==> config.mk <==
export PLATFORM = sky130hd
export DESIGN_NAME = load_store_unit_flat
export DESIGN_NICKNAME = d
export VERILOG_FILES = /design/src/rtl/load_store_unit_pkg.sv /design/src/rtl/load_store_unit_if.sv /design/src/rtl/load_store_unit_load_align.sv /design/src/rtl/load_store_unit.sv /design/src/flat_wrapper.sv
export SDC_FILE = /design/constraint.sdc
export NUM_CORES = 1
export LEC_CHECK = 0
export CORE_MARGIN = 2
export CORE_UTILIZATION = 50
export CTS_BUF_LIST = sky130_fd_sc_hd__clkbuf_4
export DETAILED_ROUTE_END_ITERATION = 6
export GPL_ROUTABILITY_DRIVEN = 0
export GPL_TIMING_DRIVEN = 0
export PLACE_DENSITY = 0.88
export SYNTH_ARGS = -nofsm -noshare
export SYNTH_HDL_FRONTEND = slang
export SYNTH_SLANG_ARGS = --single-unit
==> constraint.sdc <==
create_clock -name clk -period 3.98 [get_ports clk]
set_input_delay 0.796 -clock clk [delete_from_list [all_inputs] [get_ports clk]]
set_output_delay 0.796 -clock clk [all_outputs]
set_load 0.05 [all_outputs]
==> src/rtl/load_store_unit_pkg.sv <==
// Shared types and helpers for the load/store unit: word type, FSM states,
// funct3 size encodings, alignment and byte-strobe helpers.
package load_store_unit_pkg;

  typedef logic [31:0] word_t;

  typedef enum logic [1:0] {
    LSU_IDLE = 2'd0,
    LSU_REQ  = 2'd1,
    LSU_WAIT = 2'd2,
    LSU_DONE = 2'd3
  } lsu_state_e;

  localparam logic [2:0] LSU_B  = 3'b000;
  localparam logic [2:0] LSU_H  = 3'b001;
  localparam logic [2:0] LSU_W  = 3'b010;
  localparam logic [2:0] LSU_BU = 3'b100;
  localparam logic [2:0] LSU_HU = 3'b101;

  // Illegal size encodings report as not aligned so they take the reject path.
  function automatic logic lsu_aligned(input logic [2:0] f3, input logic [1:0] lo);
    logic ok;
    case (f3)
      LSU_B, LSU_BU: ok = 1'b1;
      LSU_H, LSU_HU: ok = (lo[0] == 1'b0);
      LSU_W:         ok = (lo == 2'b00);
      default:       ok = 1'b0;
    endcase
    return ok;
  endfunction

  function automatic logic [3:0] lsu_strb(input logic [2:0] f3, input logic [1:0] lo);
    logic [3:0] strb;
    case (f3)
      LSU_B, LSU_BU: strb = 4'b0001 << lo;
      LSU_H, LSU_HU: strb = 4'b0011 << lo;
      LSU_W:         strb = 4'b1111;
      default:       strb = 4'b0000;
    endcase
    return strb;
  endfunction

endpackage

==> src/rtl/load_store_unit_if.sv <==
// Memory-side bus of the load/store unit; master is the LSU, slave the memory.
interface load_store_unit_if;
  import load_store_unit_pkg::*;

  logic       bus_req;
  logic       bus_we;
  word_t      bus_addr;
  logic [3:0] bus_wstrb;
  word_t      bus_wdata;
  logic       bus_gnt;
  logic       bus_rvalid;
  word_t      bus_rdata;

  modport master (
    output bus_req, bus_we, bus_addr, bus_wstrb, bus_wdata,
    input  bus_gnt, bus_rvalid, bus_rdata
  );

  modport slave (
    input  bus_req, bus_we, bus_addr, bus_wstrb, bus_wdata,
    output bus_gnt, bus_rvalid, bus_rdata
  );

endinterface

==> src/rtl/load_store_unit_load_align.sv <==
// Combinational load extraction: pick the byte/half at the access offset and
// sign- or zero-extend it according to funct3.
module lsu_load_align
  import load_store_unit_pkg::*;
(
  input  word_t       i_raw,
  input  logic [1:0]  i_offset,
  input  logic [2:0]  i_funct3,
  output word_t       o_data
);

  word_t w_shifted;

  // Shift the addressed lane down to bit 0, then extend by size/sign.
  always_comb begin
    w_shifted = i_raw >> {i_offset, 3'b000};
    case (i_funct3)
      LSU_B:   o_data = {{24{w_shifted[7]}}, w_shifted[7:0]};
      LSU_BU:  o_data = {24'h00_0000, w_shifted[7:0]};
      LSU_H:   o_data = {{16{w_shifted[15]}}, w_shifted[15:0]};
      LSU_HU:  o_data = {16'h0000, w_shifted[15:0]};
      LSU_W:   o_data = i_raw;
      default: o_data = 32'h0000_0000;
    endcase
  end

endmodule

==> src/rtl/load_store_unit.sv <==
// Load/store unit: turns one datapath access per instruction into a
// request/grant/read-valid bus transaction with alignment check and timeout.
module load_store_unit
  import load_store_unit_pkg::*;
#(
  parameter int TIMEOUT = 16
) (
  input  logic       clk,
  input  logic       reset,
  input  logic       mem_valid,
  input  logic       mem_write,
  input  logic [2:0] funct3,
  input  word_t      addr,
  input  word_t      wdata,
  output word_t      rdata,
  output logic       stall,
  output logic       misaligned,
  output logic       bus_error,
  load_store_unit_if.master bus
);

  localparam int CW = $clog2(TIMEOUT + 1);
  localparam logic [CW-1:0] CNT_LAST = CW'(TIMEOUT - 1);

  lsu_state_e  r_state;
  logic [CW-1:0] r_cnt;
  word_t       r_rdata;
  logic        r_misaligned;
  logic        r_bus_error;
  logic        r_bus_req;
  logic        r_bus_we;
  word_t       r_bus_addr;
  logic [3:0]  r_bus_wstrb;
  word_t       r_bus_wdata;
  logic [2:0]  r_funct3;
  logic [1:0]  r_offset;

  logic        w_aligned;
  logic        w_timeout;
  word_t       w_load_data;

  assign w_aligned = lsu_aligned(funct3, addr[1:0]);
  assign w_timeout = (r_cnt == CNT_LAST);

  lsu_load_align u_load_align (
    .i_raw    (bus.bus_rdata),
    .i_offset (r_offset),
    .i_funct3 (r_funct3),
    .o_data   (w_load_data)
  );

  // Stall must rise in the accepting IDLE cycle so the core freezes before the edge.
  always_comb begin
    if ((r_state == LSU_REQ) || (r_state == LSU_WAIT)) begin
      stall = 1'b1;
    end else if ((r_state == LSU_IDLE) && mem_valid && w_aligned) begin
      stall = 1'b1;
    end else begin
      stall = 1'b0;
    end
  end

  // Access FSM with all bus/status outputs registered.
  always_ff @(posedge clk or negedge reset) begin
    if (!reset) begin
      r_state      <= LSU_IDLE;
      r_cnt        <= '0;
      r_rdata      <= 32'h0000_0000;
      r_misaligned <= 1'b0;
      r_bus_error  <= 1'b0;
      r_bus_req    <= 1'b0;
      r_bus_we     <= 1'b0;
      r_bus_addr   <= 32'h0000_0000;
      r_bus_wstrb  <= 4'b0000;
      r_bus_wdata  <= 32'h0000_0000;
      r_funct3     <= 3'b000;
      r_offset     <= 2'b00;
    end else begin
      r_misaligned <= 1'b0;
      r_bus_error  <= 1'b0;
      case (r_state)
        LSU_IDLE: begin
          if (mem_valid) begin
            if (w_aligned) begin
              r_bus_addr  <= {addr[31:2], 2'b00};
              r_bus_we    <= mem_write;
              r_bus_wstrb <= mem_write ? lsu_strb(funct3, addr[1:0]) : 4'b0000;
              r_bus_wdata <= wdata << {addr[1:0], 3'b000};
              r_funct3    <= funct3;
              r_offset    <= addr[1:0];
              r_bus_req   <= 1'b1;
              r_cnt       <= '0;
              r_state     <= LSU_REQ;
            end else begin
              r_misaligned <= 1'b1;
            end
          end
        end
        LSU_REQ: begin
          r_cnt <= r_cnt + 1'b1;
          if (bus.bus_gnt) begin
            r_bus_req <= 1'b0;
            if (r_bus_we) begin
              r_state <= LSU_DONE;
            end else if (bus.bus_rvalid) begin
              r_rdata <= w_load_data;
              r_state <= LSU_DONE;
            end else begin
              r_state <= LSU_WAIT;
            end
          end else if (w_timeout) begin
            r_bus_req   <= 1'b0;
            r_bus_error <= 1'b1;
            r_rdata     <= 32'h0000_0000;
            r_state     <= LSU_DONE;
          end
        end
        LSU_WAIT: begin
          r_cnt <= r_cnt + 1'b1;
          if (bus.bus_rvalid) begin
            r_rdata <= w_load_data;
            r_state <= LSU_DONE;
          end else if (w_timeout) begin
            r_bus_error <= 1'b1;
            r_rdata     <= 32'h0000_0000;
            r_state     <= LSU_DONE;
          end
        end
        LSU_DONE: begin
          r_state <= LSU_IDLE;
        end
        default: begin
          r_state   <= LSU_IDLE;
          r_bus_req <= 1'b0;
        end
      endcase
    end
  end

  assign rdata         = r_rdata;
  assign misaligned    = r_misaligned;
  assign bus_error     = r_bus_error;
  assign bus.bus_req   = r_bus_req;
  assign bus.bus_we    = r_bus_we;
  assign bus.bus_addr  = r_bus_addr;
  assign bus.bus_wstrb = r_bus_wstrb;
  assign bus.bus_wdata = r_bus_wdata;

endmodule

==> src/flat_wrapper.sv <==
// flat-port wrapper written by rule: the top's interface ports become plain ports
module load_store_unit_flat import load_store_unit_pkg::*;
#(
  parameter int TIMEOUT = 16
)
  (clk, reset, mem_valid, mem_write, funct3, addr, wdata, rdata, stall, misaligned, bus_error, bus_bus_req, bus_bus_we, bus_bus_addr, bus_bus_wstrb, bus_bus_wdata, bus_bus_gnt, bus_bus_rvalid, bus_bus_rdata);
  load_store_unit_if bus_i ();
  input  logic clk;
  input  logic reset;
  input  logic mem_valid;
  input  logic mem_write;
  input  logic [2:0] funct3;
  input  word_t addr;
  input  word_t wdata;
  output word_t rdata;
  output logic stall;
  output logic misaligned;
  output logic bus_error;
  output wire logic [$bits(bus_i.bus_req)-1:0] bus_bus_req;
  output wire logic [$bits(bus_i.bus_we)-1:0] bus_bus_we;
  output wire logic [$bits(bus_i.bus_addr)-1:0] bus_bus_addr;
  output wire logic [$bits(bus_i.bus_wstrb)-1:0] bus_bus_wstrb;
  output wire logic [$bits(bus_i.bus_wdata)-1:0] bus_bus_wdata;
  input wire logic [$bits(bus_i.bus_gnt)-1:0] bus_bus_gnt;
  input wire logic [$bits(bus_i.bus_rvalid)-1:0] bus_bus_rvalid;
  input wire logic [$bits(bus_i.bus_rdata)-1:0] bus_bus_rdata;
  assign bus_bus_req = bus_i.bus_req;
  assign bus_bus_we = bus_i.bus_we;
  assign bus_bus_addr = bus_i.bus_addr;
  assign bus_bus_wstrb = bus_i.bus_wstrb;
  assign bus_bus_wdata = bus_i.bus_wdata;
  assign bus_i.bus_gnt = bus_bus_gnt;
  assign bus_i.bus_rvalid = bus_bus_rvalid;
  assign bus_i.bus_rdata = bus_bus_rdata;
  load_store_unit #(.TIMEOUT(TIMEOUT)) u_core (.clk(clk), .reset(reset), .mem_valid(mem_valid), .mem_write(mem_write), .funct3(funct3), .addr(addr), .wdata(wdata), .rdata(rdata), .stall(stall), .misaligned(misaligned), .bus_error(bus_error), .bus(bus_i));
endmodule
==> flow_metrics.env <==
export IMPL_setup_viol_count_final=0
export IMPL_drv_max_cap_violation_count=0
export IMPL_synth_top_area_share_pct=47.9
export IMPL_post_synth_main_area_contributors="dfrtp_1, mux2_4, a22o_1"
export IMPL_synth_seq_area_share_pct=47.9
export IMPL_num_nets_final=886
export IMPL_critical_path_peak_fanout=19
export IMPL_layout_common_cells="clkdlybuf4s50_1, dfrtp_1, nand2_1, mux2_4, o21ai_0"
export IMPL_postSynthCellCount=547
export IMPL_violations="DRC"
export IMPL_tritoncts_num_buffers=17
export IMPL_worst_slew_margin_rel_pct=50.4
export IMPL_vias_per_cell=5.89
export IMPL_worst_setup_slack_after_layout_ns=0.500
export IMPL_ctsRootBufferMaster="clkbuf_4"
export IMPL_cts_sinks=114
export IMPL_async_reset_ff_share_pct=100
export IMPL_ir_drop_v=0.000547
export IMPL_required_ns=3.18
export IMPL_count_of_inserted_antenna_diode_cells=0
export IMPL_cp_max_stage_cell="clkdlybuf4s50_1"
export IMPL_initial_core_util_pct=51.7
export IMPL_core_um2=11500
export IMPL_grt_util_all_layers_pct=31.0
export IMPL_drt_wirelength_per_cell_um=20.7
export IMPL_grt_max_degree=62
export IMPL_final_setup_skew_ns=0.0142
export IMPL_final_layout_size_suffix_gt1_share_pct=14.5
export IMPL_reg2reg_depth=8
export IMPL_dp_final_hpwl_mm=14.0
export IMPL_global_route_overflow_total=0
export IMPL_placement_io_buffers=207
export IMPL_slew_viol_final=0
export IMPL_detailedRoute_firstPassIterationCount=7
export IMPL_post_synth_top_area_cell="dfrtp_1"
export IMPL_synth_seq_cells=114
export IMPL_grt_antenna_before_repair=0
export IMPL_drt_first_iter_violations=465
export IMPL_flow_area_growth_from_synthesis_pct=44.0
export IMPL_fp_dieArea_um2=12800
export IMPL_final_instance_count_excl_fill=929
export IMPL_final_hold_violation_count=0
export IMPL_synth_edff_count=0
export IMPL_worst_ep_arrival_time_ns=2.68
export IMPL_cp_cell_sequence="clkdlybuf4s50_1 > nor4_4 > o21a_2 > nand2_1 > buf_6 > nand2_1 > clkdlybuf4s15_2"
export IMPL_cpMostUsedCell="nand2_1"
export IMPL_pwr_per_cell_area_nw_per_um2=935
export IMPL_run_status="finished, violations left"
export IMPL_tightestPinTransition_ns=0.745
export IMPL_htree_depth=4
export IMPL_finalCritPeriodShare_pct=87.4
export IMPL_p_leak_uw=0.00393
export IMPL_postLayoutCoreUtil_pct=74.4
export IMPL_netlist_area_pre_place_um2=5950
export IMPL_boundaryPins=210
export IMPL_finalWirelength_mm=19.2
export IMPL_crit_path_end_kind="primary output"
export IMPL_kind_of_critical_path="input pin to primary output"
export IMPL_grt_pass1_wl_mm=30.9
export IMPL_synth_cell_types=50
export IMPL_endpoint_of_the_lowest_slack_register_to_register_path="u_core.rdata[14]"
export IMPL_worstSkewPairLatency_ns=0.52
export IMPL_r2r_start="u_core.r_state[1]"
export IMPL_whs_ns=0.326
export IMPL_worst_hold_path_class="input pin to async pin"
export IMPL_ctsHoldBuffers=0
export IMPL_ant_nets=0
export IMPL_reg2reg_slack_ns=1.65
export IMPL_rsz0062_at_grt="false"
export IMPL_number_of_global_route_vias_before_repair=5885
export IMPL_dominantRegCellSynth="dfrtp_1"
export IMPL_placed_cells=899
export IMPL_clockBufferDepth=2
export IMPL_final_common_cell="clkdlybuf4s50_1"
export IMPL_fin_crit_ns=3.48
export IMPL_floorplan_die_width_um=113
export IMPL_max_clock_freq_mhz=287
export IMPL_startpoint_type="input pin"
export IMPL_rows=39
export IMPL_dr_total_vias=5475
export IMPL_ys_warnings=0
export IMPL_place_ws_ns=-0.312
export IMPL_floorplan_die_height_um=113
export IMPL_worst_setup_hold_path_clk_slew_ns=0.11
export IMPL_cp_slowest_stage_delay_ns=0.57
export IMPL_postCtsSetupBuffers=0
export IMPL_drc_errors=12
export IMPL_tritoncts="yes"
export IMPL_synth_area_per_cell_um2=10.9
-- critical path: cells and delay by family --
family,cells,cell delay [ns]
AND/OR/NAND/NOR,3,0.55
buffers and inverters,3,1.13
AO/OA/AOI/OAI,1,0.20
-- sequential cells by signal, summed over array words and instances, names as in the netlist --
register and flops:
u_core.bus_error 1, u_core.misaligned 1, u_core.r_funct3 3, u_core.r_offset 2
u_core.bus.bus_req 1, u_core.bus.bus_wstrb 4, u_core.bus.bus_wdata 32, u_core.rdata 32
u_core.bus.bus_we 1, u_core.bus.bus_addr 30, u_core.r_state 2, u_core.r_cnt 5
-- final cells by class --
class / count / area, um2
fillers: 771 / 2950
multi-input cells: 384 / 2850
flip-flops and latches: 114 / 2850
repair buffers: 208 / 2100
plain buffers: 41 / 223
clock inverters: 12 / 189
well taps: 143 / 179
clock buffers: 19 / 143
inverters: 8 / 30.0
-- through the flow --
stage | power (uW) | setup TNS [ns] | area, um2
after floorplan | 5340 | 0 | 5950
after global placement | 6790 | -245.32 | 8210
after detailed placement | 6950 | -0.312 | 8230
after CTS | 7990 | 0 | 8560
after global routing | 8380 | 0 | 8570
final | 8010 | 0 | 8570
-- how the worst max path moves through the flow --
stage / start / end / slack [ns]
floorplan: funct3[0] / stall / 1.11
detailed placement: funct3[0] / stall / -0.31
global placement: reset / u_core.bus.bus_addr[11] / -2.16
finish: funct3[0] / stall / 0.50
CTS: funct3[0] / stall / 0.12
global route: funct3[0] / stall / 0.40
-- per-layer routing --
metal  GRT usage (%)  up-vias  part of all wire [%]
met5               0        -                     0
met4            11.8        0                   2.7
met3            9.16       48                   9.0
met2            54.4      319                    51
met1            35.7     2673                    38
li1                -     2435                     -
-- kinds of logic after synthesis --
| logic type | Yosys count | share of synthesized area, % |
|---|---|---|
| simple gates | 132 | 10.4 |
| other cells | 1 | 0.0630 |
| mux | 73 | 16.1 |
| flops | 114 | 47.9 |
| buf+inv | 50 | 4.31 |
| fa+ha+maj | 7 | 1.47 |
| compound gates | 169 | 19.5 |
| xor+xnor | 1 | 0.147 |
-- cells in the mapped netlist, drive strengths merged (10+ instances only) --
master,count
clkbuf,20
a22o,32
dfrtp,114
o31ai,10
a21oi,27
o21ai,42
nor2,18
a22oi,15
a21o,17
nand2,70
nor2b,21
mux2i,18
mux2,55
buf,22
-- timing repair --
item | CTS | global route
cloned | 0 | 0
gates resized for setup | 3 | 1
setup endpoints to repair | 1 | 1
-- power by group --
group          leakage (uW)  total (uW)  internal, uW  switching [uW]
clock              0.000176        1020           566             453
combinational       0.00233        4920          1870            3050
sequential          0.00143        2070          1690             375
(Power assumes the default switching activity.)
